$ cat src/rtl/solomon_sndcmd.sv
// Sound-command latch between the main and sound CPUs: a byte FIFO with an
// NMI pacing FSM and a timer-driven maskable IRQ.
module solomon_sndcmd #(
    parameter int DEPTH   = 4,
    parameter int NMI_GAP = 8
) (
    input  logic       MCLK,
    input  logic       RESET,
    input  logic       SNDWR,
    input  logic [7:0] SNDNO,
    input  logic       SNDT,
    input  logic       SRD,
    input  logic       SIACK,
    input  logic       NMIEN_WR,
    input  logic       NMIEN_D,
    output logic [7:0] SDOUT,
    output logic       SNMI_N,
    output logic       SIRQ_N,
    output logic       EMPTY,
    output logic       FULL,
    output logic       OVF
);

    localparam int AW = $clog2(DEPTH);
    localparam int GW = $clog2(NMI_GAP + 1);
    localparam logic [AW-1:0] PTR_ONE  = 1;
    localparam logic [AW:0]   CNT_ONE  = 1;
    localparam logic [AW:0]   CNT_FULL = DEPTH;
    localparam logic [GW-1:0] GAP_ONE  = 1;
    localparam logic [GW-1:0] GAP_INIT = GW'(NMI_GAP - 1);

    typedef enum logic [1:0] {S_IDLE, S_ASSERT, S_GAP} state_t;

    logic          arm_q;
    logic          sndwr_q, srd_q, sndt_q, siack_q;
    logic [AW-1:0] rd_q, rd_d, wr_q, wr_d;
    logic [AW:0]   cnt_q, cnt_d;
    logic          empty_q, full_q, ovf_q, ovf_d;
    logic [7:0]    last_q, last_d;
    logic [7:0]    mem_q [DEPTH];
    logic          nmien_q, nmien_d;
    state_t        state_q, state_d;
    logic [GW-1:0] gap_q, gap_d;
    logic          snmi_n_q;
    logic          pend_q, pend_d;

    logic push, pop, do_push, do_pop, trise, arise;

    // arm_q masks the first edge after reset so held strobes are not edges
    assign push    = arm_q & SNDWR & ~sndwr_q;
    assign pop     = arm_q & ~SRD & srd_q;
    assign trise   = arm_q & SNDT & ~sndt_q;
    assign arise   = arm_q & SIACK & ~siack_q;
    assign do_pop  = pop & ~empty_q;
    assign do_push = push & (~full_q | do_pop);

    always_comb begin
        rd_d   = rd_q;
        wr_d   = wr_q;
        cnt_d  = cnt_q;
        last_d = last_q;
        ovf_d  = ovf_q | (push & full_q & ~do_pop);
        if (do_push) wr_d = wr_q + PTR_ONE;
        if (do_pop) begin
            rd_d   = rd_q + PTR_ONE;
            last_d = mem_q[rd_q];
        end
        if (do_push && !do_pop) cnt_d = cnt_q + CNT_ONE;
        else if (do_pop && !do_push) cnt_d = cnt_q - CNT_ONE;
    end

    always_comb begin
        state_d = state_q;
        gap_d   = gap_q;
        nmien_d = NMIEN_WR ? NMIEN_D : nmien_q;
        unique case (state_q)
            S_IDLE:   if (nmien_q && !empty_q) state_d = S_ASSERT;
            S_ASSERT: if (do_pop) begin
                state_d = S_GAP;
                gap_d   = GAP_INIT;
            end
            S_GAP: begin
                if (gap_q == '0)
                    state_d = (nmien_q && !empty_q) ? S_ASSERT : S_IDLE;
                else
                    gap_d = gap_q - GAP_ONE;
            end
            default: state_d = S_IDLE;
        endcase
        if (NMIEN_WR && !NMIEN_D) state_d = S_IDLE;
    end

    // a timer tick wins over a coincident acknowledge
    assign pend_d = trise | (pend_q & ~arise);

    always_ff @(posedge MCLK or posedge RESET) begin
        if (RESET) begin
            arm_q    <= 1'b0;
            sndwr_q  <= 1'b0;
            srd_q    <= 1'b0;
            sndt_q   <= 1'b0;
            siack_q  <= 1'b0;
            rd_q     <= '0;
            wr_q     <= '0;
            cnt_q    <= '0;
            empty_q  <= 1'b1;
            full_q   <= 1'b0;
            ovf_q    <= 1'b0;
            last_q   <= 8'h00;
            nmien_q  <= 1'b0;
            state_q  <= S_IDLE;
            gap_q    <= '0;
            snmi_n_q <= 1'b1;
            pend_q   <= 1'b0;
        end else begin
            arm_q    <= 1'b1;
            sndwr_q  <= SNDWR;
            srd_q    <= SRD;
            sndt_q   <= SNDT;
            siack_q  <= SIACK;
            rd_q     <= rd_d;
            wr_q     <= wr_d;
            cnt_q    <= cnt_d;
            empty_q  <= (cnt_d == '0);
            full_q   <= (cnt_d == CNT_FULL);
            ovf_q    <= ovf_d;
            last_q   <= last_d;
            nmien_q  <= nmien_d;
            state_q  <= state_d;
            gap_q    <= gap_d;
            snmi_n_q <= (state_d != S_ASSERT);
            pend_q   <= pend_d;
        end
    end

    always_ff @(posedge MCLK) begin
        if (do_push) mem_q[wr_q] <= SNDNO;
    end

    assign SDOUT  = empty_q ? last_q : mem_q[rd_q];
    assign SNMI_N = snmi_n_q;
    assign SIRQ_N = ~pend_q;
    assign EMPTY  = empty_q;
    assign FULL   = full_q;
    assign OVF    = ovf_q;

endmodule

$ cat config.mk
export PLATFORM = sky130hd
export DESIGN_NAME = solomon_sndcmd
export DESIGN_NICKNAME = d
export VERILOG_FILES = /design/src/rtl/solomon_sndcmd.sv
export SDC_FILE = /design/constraint.sdc
export NUM_CORES = 1
export LEC_CHECK = 0
export ABC_AREA = 0
export BUFFER_PORTS_ARGS = -buffer_cell sky130_fd_sc_hd__buf_2
export CAP_MARGIN = 20
export CORE_ASPECT_RATIO = 0.75
export CORE_UTILIZATION = 41
export CTS_CLUSTER_SIZE = 28
export DETAILED_ROUTE_END_ITERATION = 16
export GPL_ROUTABILITY_DRIVEN = 0
export PLACE_DENSITY = 0.58
export SYNTH_ARGS = -nofsm -noshare
export SYNTH_HDL_FRONTEND = slang
export SYNTH_SLANG_ARGS = --single-unit
$ cat constraint.sdc
create_clock -name MCLK -period 2.4 [get_ports MCLK]
set_input_delay 0.36 -clock MCLK [delete_from_list [all_inputs] [get_ports MCLK]]
set_output_delay 0.36 -clock MCLK [all_outputs]
set_load 0.03 [all_outputs]
==> results of run 1 <==
metal layers:
layer  share of wire  routed length [um]  vias up
met5               0                   0        -
met4          0.0073                  35        0
met3           0.039                 187        4
met2            0.44                2120       29
met1            0.51                2440      771
li1                -                   -      778
metrics by stage:
step	utilization	cell area, um2	total power, W
3_3_place_gp	0.470	3000	0.00287
4_1_cts	0.496	3160	0.00367
6_report	0.496	3160	0.00362
5_1_grt	0.496	3160	0.00386
2_1_floorplan	-	2740	0.00254
3_5_place_dp	0.470	3000	0.00288
state kept, by name, indices dropped and copies added, names as in the netlist, 2 cells and up:
signal / count
rd_q: 2
gap_q: 4
wr_q: 2
last_q: 8
mem_q: 32
cnt_q: 3
state_q: 2
worst paths after layout:
| kind | end | startpoint | cells past startpoint |
|---|---|---|---|
| hold / removal | wr_q[1]$_DFFE_PP0P_ | RESET | 3 |
| max in group asynchronous | EMPTY$_DFF_PP1_ | RESET | 3 |
| setup / recovery | SDOUT[4] | rd_q[0]$_DFFE_PP0P_ | 4 |
| min in group MCLK | siack_q$_DFF_PP0_ | SIACK | 1 |
| hold reg to reg | pend_q$_DFF_PP0_ | sndt_q$_DFF_PP0_ | 1 |
| setup reg to reg | FULL$_DFF_PP0_ | EMPTY$_DFF_PP1_ | 4 |
cell type report:
class,count,area [um2],area share
timing repair buffer,34,185,0.0585
clock buffer,11,131,0.0415
sequential,64,1760,0.558
tap,81,101,0.0320
multi-input combinational,112,911,0.288
clock inverter,5,33.8,0.0107
inverter,10,37.5,0.0119
kinds of logic after synthesis:
| logic type | count (synthesis) |
|---|---|
| multiplexers | 19 |
| other | 1 |
| buffers and inverters | 16 |
| AND/OR/NAND/NOR | 58 |
| flip-flops | 64 |
| XOR/XNOR | 5 |
| adder cells (fa/ha/maj) | 7 |
| AO/OA/AOI/OAI | 22 |
power by group through the flow:
stage | combinational, W | sequential [W] | clock (W)
global route | 0.00137 | 0.00164 | 0.000848
global placement | 0.00125 | 0.00162 | 0
CTS | 0.00126 | 0.00160 | 0.000806
floorplan | 0.000967 | 0.00157 | 0
finish | 0.00124 | 0.00160 | 0.000777
detailed placement | 0.00126 | 0.00162 | 0
layout by cell type, fill, tap and decap left out, types with 2 or more instances in the layout:
cell / n
edfxtp_1: 32
nand2_1: 31
dfrtp_1: 30
buf_2: 28
inv_1: 10
mux2_2: 9
clkbuf_8: 9
mux4_2: 8
nor2_1: 7
o21ai_0: 7
ha_1: 7
buf_4: 6
xnor2_1: 5
a21oi_1: 4
and2_1: 4
a211oi_1: 3
dfstp_2: 2
nand4_1: 2
nand3_1: 2
and4bb_2: 2
and4_1: 2
clkbuf_1: 2
clkinv_4: 2
clkinv_2: 2
critical path, stage by stage, from the launching register on:
cell and delay [ns]:
dfrtp_1 0.36, buf_4 0.20, mux4_2 0.54, mux2_2 0.28
buf_2 0.18
==> flow_summary.yaml, run 1 <==
yosys:
  synth_simple_gate_area_frac: 0.109
  synthMuxAreaShare: 0.112
  yosys.area_share.adder: 0.0320
  ys_types: 40
  syn-num-nets: 215
  async_reset_ff_frac: 0.500
  yosysMostFrequentCell: "edfxtp_1"
  ys_ff_latch: 64
  synthesis.area_per_instance_um2: 14.3
  synth_flop_cell: "edfxtp_1"
  synth-edff-count: 32
  synth_top_family_by_area: "multiplexers"
  netlist.area_leader.share: 0.351
  synth_common_cells: "edfxtp_1, nand2_1, dfrtp_1, inv_1, mux2_2"
  synth_top_area_cell: "edfxtp_1"
  ys_seq_area_frac: 0.644
  synth_xor_area_frac: 0.0160
  synth-compound-area-share: 0.0626
  synth_cells: 192
  syn_area_um2: 2740
  ys_warn_count: 0
  synth.area.top_cells: "edfxtp_1, dfrtp_1, mux4_2, nand2_1, mux2_2"
cts:
  clk_latency_ns: 0.34
  clockRootBuffer: "clkbuf_8"
  cts_tree: "done"
  cts_setup_buffers: 0
  clkSlewWorstSetupHoldPaths_ns: 0.08
  clockBufferDepth: 2
  cts.sinks: 64
  cts-hold-fix-buffers: 0
  cts-resized-gates: 0
  cts_max_level: 3
  cts_made_buffers: 9
worst_setup_path:
  required_ns: 2.04
  crit_type: "flop to output pin"
  cp-start-kind: "flop"
  reg2reg_slack_ns: 0.46
  critPathArrivalTime_ns: 1.90
  cp-end-kind: "output pin"
  crit_fanout: 7
final_layout:
  instances_no_fill: 317
  area_growth_syn_to_layout_pct: 15.5
  num_antenna_cells: 0
  drive_gt1_frac: 0.309
  nets: 254
  fill_cells: 580
sta:
  rsz0062_at_grt: "false"
  fin_ws_ns: 0.142
  setup-tns-final_ns: 0
  hold_slack_ns: 0.101
  period_minus_slack_ns: 2.26
  clock_skew_ns: 0.0127
  finalMaxSlewViolations: 0
  max_freq_ghz: 0.443
  setup_viol: 0
  hold_violations: 0
  finalCritPeriodShare: 0.941
place:
  dp_hpwl_um: 3260
  port_buffers: 28
  dpl.cell_count: 301
  place_ws_ns: 0.465
power:
  p_sw_frac: 0.360
  peakVddDrop_v: 0.000471
  seqPwrFrac: 0.442
  comb_power_share: 0.343
  p_sw_w: 0.00130
  power.internal_w: 0.00232
  power.static_leakage_nw: 1.30
  p_clk_frac: 0.215
  p_per_area_nw_per_um2: 1150
floorplanning:
  fp.coreArea_um2: 6380
  dieHeight_um: 72.8
  io_pins: 29
  dieArea_um2: 7020
  die_width_um: 96.4
  rows: 25
  start_util: 0.429
grt:
  grt-busiest-layer: "met2"
  grt_pass1_vias: 1538
  gr-usage-met3: 0.0625
  overflow: 0
  antenna_found_initial: 0
  gr-usage-all-layers: 0.160
  grt_max_degree: 33
  met2_usage: 0.236
  grt_pass1_wl_um: 7840
  use_met1: 0.219
worst_hold_path:
  hold_path_class: "input pin to asynchronous set/reset pin"
route:
  drtPass1Iterations: 4
  routedWlPerCell_um: 15.1
  detail-route-antenna-nets: 0
  post-route-drc-count: 0
  avgViaCountPerCell: 4.99
  wirelength_um: 4780
  dr_total_vias: 1582
  drt_iter0_drc: 75
run:
  maxCapViolations: 0
status:
  outcome: "complete, no violations"
Note: power is estimated with default switching activity, not from simulation.
==> run 2, diff against run 1 <==
==> constraint.sdc (replaced) <==
create_clock -name MCLK -period 2.4 [get_ports MCLK]
set_input_delay 0.12 -clock MCLK [delete_from_list [all_inputs] [get_ports MCLK]]
set_output_delay 0.12 -clock MCLK [all_outputs]
set_load 0.03 [all_outputs]
==> run 2 against run 1 <==
Against the previous run: critical path depth unchanged; fmax is 15% higher; sequential power about the same; power is 5.9% higher; sequential cell count did not move; final area increased by 5.7%; highest routed layer unchanged; register-to-register slack about the same; clock-buffer cell count unchanged; setup slack improved by 0.30 ns; global-route usage grew 0.41 points; utilization increased by 2.8 points; first-iteration DRC count shrank 29%.
==> flow_summary.yaml, run 2 (synthesis gave the netlist of run 1 again) <==
sta:
  finalMaxSlewViolations: 0
  clock_skew_ns: 0.00760
  finalCritPeriodShare: 0.815
  setup-tns-final_ns: 0
  max_freq_ghz: 0.511
  hold_slack_ns: 0.0585
  setup_viol: 0
  rsz0062_at_grt: "false"
  period_minus_slack_ns: 1.96
  hold_violations: 0
place:
  port_buffers: 28
  dp_hpwl_um: 3350
worst_setup_path:
  crit_chain: "buf_4 > mux4_2 > mux2_2 > buf_2"
  reg2reg_slack_ns: 0.46
  crit_type: "flop to output pin"
  required_ns: 2.28
  crit_fanout: 5
  reg2reg_from: "EMPTY$_DFF_PP1_"
  critPathArrivalTime_ns: 1.84
  cp-end-kind: "output pin"
  cp_slowest_cell: "mux4_2"
  rr_endpoint: "FULL$_DFF_PP0_"
  cp_slowest_stage_delay_ns: 0.53
  cp-start-kind: "flop"
  crit_buf_inv: 2
  rr_worst_depth: 4
  crit_family: "multiplexers"
route:
  drt_iter0_drc: 53
  routedWlPerCell_um: 15.1
  wirelength_um: 4990
  drtPass1Iterations: 4
  detail-route-antenna-nets: 0
  avgViaCountPerCell: 5.00
  post-route-drc-count: 0
  dr_total_vias: 1656
grt:
  grt_pass1_wl_um: 8220
  grt_max_degree: 33
  antenna_found_initial: 0
  gr-usage-all-layers: 0.164
  grt_pass1_vias: 1668
  overflow: 0
power:
  p_clk_frac: 0.251
  comb_power_share: 0.334
  p_sw_w: 0.00130
  power.static_leakage_nw: 1.37
  p_sw_frac: 0.339
  seqPwrFrac: 0.416
  power.internal_w: 0.00254
  p_per_area_nw_per_um2: 1150
  peakVddDrop_v: 0.000401
worst_hold_path:
  holdPathStages: 2
  holdPathEnd: "nmien_q$_DFFE_PP0P_"
  hold_path_class: "input pin to flop"
  min_from: "NMIEN_WR"
cts:
  clk_latency_ns: 0.34
  clockBufferDepth: 2
  clockRootBuffer: "clkbuf_8"
  clkSlewWorstSetupHoldPaths_ns: 0.06
  cts.sinks: 64
  cts_tree: "done"
  cts-resized-gates: 0
  cts_setup_buffers: 0
  cts_max_level: 3
  cts_made_buffers: 9
floorplanning:
  fp.coreArea_um2: 6380
  dieHeight_um: 72.8
  die_width_um: 96.4
  start_util: 0.429
  rows: 25
  io_pins: 29
  dieArea_um2: 7020
final_layout:
  top_regs: "mem_q (32), last_q (8), gap_q (4)"
  num_antenna_cells: 0
  area_growth_syn_to_layout_pct: 22.0
  largest-register: "mem_q"
  largest_reg_flops: 32
  fill_cells: 556
  nets: 268
  final_common_cell: "edfxtp_1"
  drive_gt1_frac: 0.284
  layout_common_cells: "edfxtp_1, nand2_1, dfrtp_1"
run:
  maxCapViolations: 0
status:
  outcome: "complete, no violations"
run 2: how the worst max path moves through the flow:
| stage | slack (ns) | cells past startpoint | end | from |
|---|---|---|---|---|
| 6_report | 0.44 | 4 | SDOUT[7] | rd_q[0]$_DFFE_PP0P_ |
| 5_1_grt | 0.33 | 4 | mem_q[0][0]$_DFFE_PP_ | EMPTY$_DFF_PP1_ |
| 4_1_cts | 0.40 | 4 | SDOUT[7] | rd_q[0]$_DFFE_PP0P_ |
| 3_5_place_dp | 0.45 | 4 | mem_q[0][6]$_DFFE_PP_ | EMPTY$_DFF_PP1_ |
| 3_3_place_gp | 0.49 | 4 | mem_q[2][5]$_DFFE_PP_ | EMPTY$_DFF_PP1_ |
| 2_1_floorplan | 0.56 | 5 | FULL$_DFF_PP0_ | EMPTY$_DFF_PP1_ |
run 2: per-layer routing:
layer / vias to the layer above / part of all wire / global-route usage
li1: 808 / - / -
met1: 814 / 0.49 / 0.219
met4: 0 / 0.011 / 0.0441
met3: 6 / 0.036 / 0.0656
met5: - / 0 / 0
met2: 28 / 0.46 / 0.250
run 2: what timing repair did:
item,in CTS,in global routing
hold buffers,14,0
setup endpoints to repair,0,0
endpoints found under the hold margin,67,0
run 2: area by class of cell:
cell class / instances / area (um2) / area share
clock buffers: 11 / 131 / 0.0393
clock inverters: 5 / 72.6 / 0.0217
inverters: 10 / 37.5 / 0.0112
multi-input cells: 112 / 911 / 0.272
flip-flops and latches: 64 / 1760 / 0.528
well taps: 81 / 101 / 0.0303
repair buffers: 48 / 325 / 0.0973
run 2: power groups by stage:
stage | Clock (W) | Combinational [W] | Sequential [W]
finish | 0.000962 | 0.00128 | 0.00160
global route | 0.00103 | 0.00141 | 0.00163
CTS | 0.000989 | 0.00130 | 0.00160
detailed placement | 0 | 0.00128 | 0.00162
global placement | 0 | 0.00126 | 0.00161
floorplan | 0 | 0.000967 | 0.00157
run 2: stage by stage:
step / power, W / util / cell area, um2 / setup WS [ns] / std cells
2_1_floorplan: 0.00254 / - / 2740 / 0.564 / 192
3_3_place_gp: 0.00287 / 0.470 / 3000 / 0.494 / 301
3_5_place_dp: 0.00290 / 0.470 / 3000 / 0.449 / 301
4_1_cts: 0.00389 / 0.524 / 3340 / 0.403 / 331
5_1_grt: 0.00408 / 0.524 / 3340 / 0.335 / 331
6_report: 0.00384 / 0.524 / 3340 / 0.443 / 331
run 2: worst register-to-register path: stages, from the launching register on:
cell,delay [ns]
dfstp_2,0.71
nand4bb_1,0.27
mux2_4,0.34
o311a_4,0.33
a2111oi_4,0.19
==> run 3, diff against run 2 <==
--- a/config.mk
+++ b/config.mk
@@ -13,7 +13,7 @@
 export CTS_CLUSTER_SIZE = 28
 export DETAILED_ROUTE_END_ITERATION = 16
 export GPL_ROUTABILITY_DRIVEN = 0
-export PLACE_DENSITY = 0.58
+export PLACE_DENSITY = 0.6
 export SYNTH_ARGS = -nofsm -noshare
 export SYNTH_HDL_FRONTEND = slang
 export SYNTH_SLANG_ARGS = --single-unit
==> constraint.sdc (replaced) <==
create_clock -name MCLK -period 1.7 [get_ports MCLK]
set_input_delay 0.085 -clock MCLK [delete_from_list [all_inputs] [get_ports MCLK]]
set_output_delay 0.085 -clock MCLK [all_outputs]
set_load 0.03 [all_outputs]
==> run 3 against run 2 <==
Against the previous run: the flow now finishes with violations (setup timing); routed wire length is 0.16% lower; cell count is 2.1% higher; utilization is 2.9 points higher; sequential share of layout area is 2.7 points lower; critical path type unchanged; critical endpoint is now SDOUT[5].
==> flow_summary.yaml, run 3 (synthesis gave the netlist of run 1 again) <==
route:
  wirelength_um: 4990
  dr_total_vias: 1701
  routedWlPerCell_um: 14.7
  drtPass1Iterations: 4
  detail-route-antenna-nets: 0
  drt_iter0_drc: 57
  post-route-drc-count: 0
  avgViaCountPerCell: 5.03
power:
  p_sw_frac: 0.335
  p_per_area_nw_per_um2: 1630
  peakVddDrop_v: 0.000867
  power.internal_w: 0.00382
  p_sw_w: 0.00192
  comb_power_share: 0.406
  p_clk_frac: 0.206
  seqPwrFrac: 0.387
  power.static_leakage_nw: 1.46
final_layout:
  fin_util: 0.553
  drive_gt1_frac: 0.346
  layout_common_cells: "edfxtp_1, nand2_1, dfrtp_1"
  fill_cells: 542
  num_antenna_cells: 0
  area_growth_syn_to_layout_pct: 28.8
  largest_reg_flops: 32
  largest-register: "mem_q"
  top_regs: "mem_q (32), last_q (8), gap_q (4)"
  final_common_cell: "edfxtp_1"
  nets: 275
worst_setup_path:
  startpoint: "rd_q[0]$_DFFE_PP0P_"
  cp_slowest_stage_delay_ns: 0.52
  critPathArrivalTime_ns: 1.86
  crit_family: "multiplexers"
  crit_buf_inv: 2
  crit_chain: "clkbuf_16 > mux4_2 > mux2_4 > buf_6"
  required_ns: 1.62
  reg2reg_from: "EMPTY$_DFF_PP1_"
  cp_slowest_cell: "mux4_2"
  crit_type: "flop to output pin"
  crit_fanout: 5
  cp-end-kind: "output pin"
  cp-start-kind: "flop"
floorplanning:
  rows: 25
  dieHeight_um: 72.8
  dieArea_um2: 7020
  io_pins: 29
  die_width_um: 96.4
  fp.coreArea_um2: 6380
  start_util: 0.429
sta:
  rsz0062_at_grt: "true"
  period_minus_slack_ns: 1.94
  finalMaxSlewViolations: 0
  finalCritPeriodShare: 1.14
  setup_viol: 8
  hold_violations: 0
  fin_ws_ns: -0.243
  max_freq_ghz: 0.515
  clock_skew_ns: 0.00718
grt:
  grt_max_degree: 33
  grt_pass1_vias: 1657
  overflow: 0
  gr-usage-all-layers: 0.165
  grt_pass1_wl_um: 8200
  antenna_found_initial: 0
cts:
  clockBufferDepth: 2
  clk_latency_ns: 0.34
  cts.sinks: 64
  cts_setup_buffers: 0
  clkSlewWorstSetupHoldPaths_ns: 0.07
  cts_tree: "done"
  cts_max_level: 3
  cts_made_buffers: 9
  clockRootBuffer: "clkbuf_8"
place:
  place_ws_ns: -0.0316
  dp_hpwl_um: 3340
  port_buffers: 28
status:
  outcome: "finished, violations left"
  violations: "setup timing"
worst_hold_path:
  hold_path_class: "input pin to asynchronous set/reset pin"
run:
  maxCapViolations: 0
-- run 3: per-stage QoR --
step	setup TNS (ns)	instance area [um2]	power, W	hold WS [ns]	std cells
6_report	-1.74	3530	0.00574	0.368	338
5_1_grt	-2.31	3530	0.00611	0.398	338
4_1_cts	-1.93	3460	0.00564	0.373	337
3_5_place_dp	-0.903	3050	0.00416	0.196	306
3_3_place_gp	0	3050	0.00415	0.195	306
2_1_floorplan	-0.124	2750	0.00359	0.116	192
-- run 3: repair_timing --
| action | 4_1_cts | 5_1_grt |
|---|---|---|
| setup endpoints to repair | 41 | 30 |
| resized for setup | 22 | 10 |
| gates cloned | 0 | 1 |
| hold endpoints to repair | 68 | 0 |
| hold buffers | 15 | 0 |
| pin swaps | 0 | 1 |
-- run 3: path summary, 6_finish.rpt --
| check | end | slack [ns] | cells past startpoint |
|---|---|---|---|
| setup / recovery | SDOUT[5] | -0.24 | 4 |
| hold / removal | gap_q[1]$_DFFE_PP0P_ | 0.37 | 4 |
| setup reg to reg | FULL$_DFF_PP0_ | 0.04 | 4 |
| hold reg to reg | pend_q$_DFF_PP0_ | 0.46 | 1 |
| max in group asynchronous | EMPTY$_DFF_PP1_ | 0.99 | 4 |
| min in group MCLK | sndt_q$_DFF_PP0_ | 0.41 | 2 |
-- run 3: metal layers --
metal	wire length (um)	GRT usage	up-vias
met5	0	0	-
met4	65	0.0588	0
li1	-	-	819
met2	2080	0.231	57
met3	357	0.0740	8
met1	2480	0.227	817
-- run 3: power groups by stage --
stage / combinational, W / sequential [W] / clock, W
2_1_floorplan: 0.00137 / 0.00222 / 0
3_3_place_gp: 0.00193 / 0.00222 / 0
3_5_place_dp: 0.00194 / 0.00223 / 0
4_1_cts: 0.00222 / 0.00220 / 0.00122
5_1_grt: 0.00255 / 0.00227 / 0.00129
6_report: 0.00233 / 0.00222 / 0.00118
-- run 3: final cells by class --
class	instances	area (um2)	area share
Clock buffer	13	169	0.0479
Clock inverter	3	15.0	0.00425
Timing Repair Buffer	55	473	0.134
Tap cell	81	101	0.0287
Sequential cell	64	1770	0.501
Inverter	10	37.5	0.0106
Multi-Input combinational cell	112	967	0.274
-- run 3: worst min-delay path: cells and delay by family --
| kind | cells | cell delay [ns] |
|---|---|---|
| buffers and inverters | 4 | 1.05 |
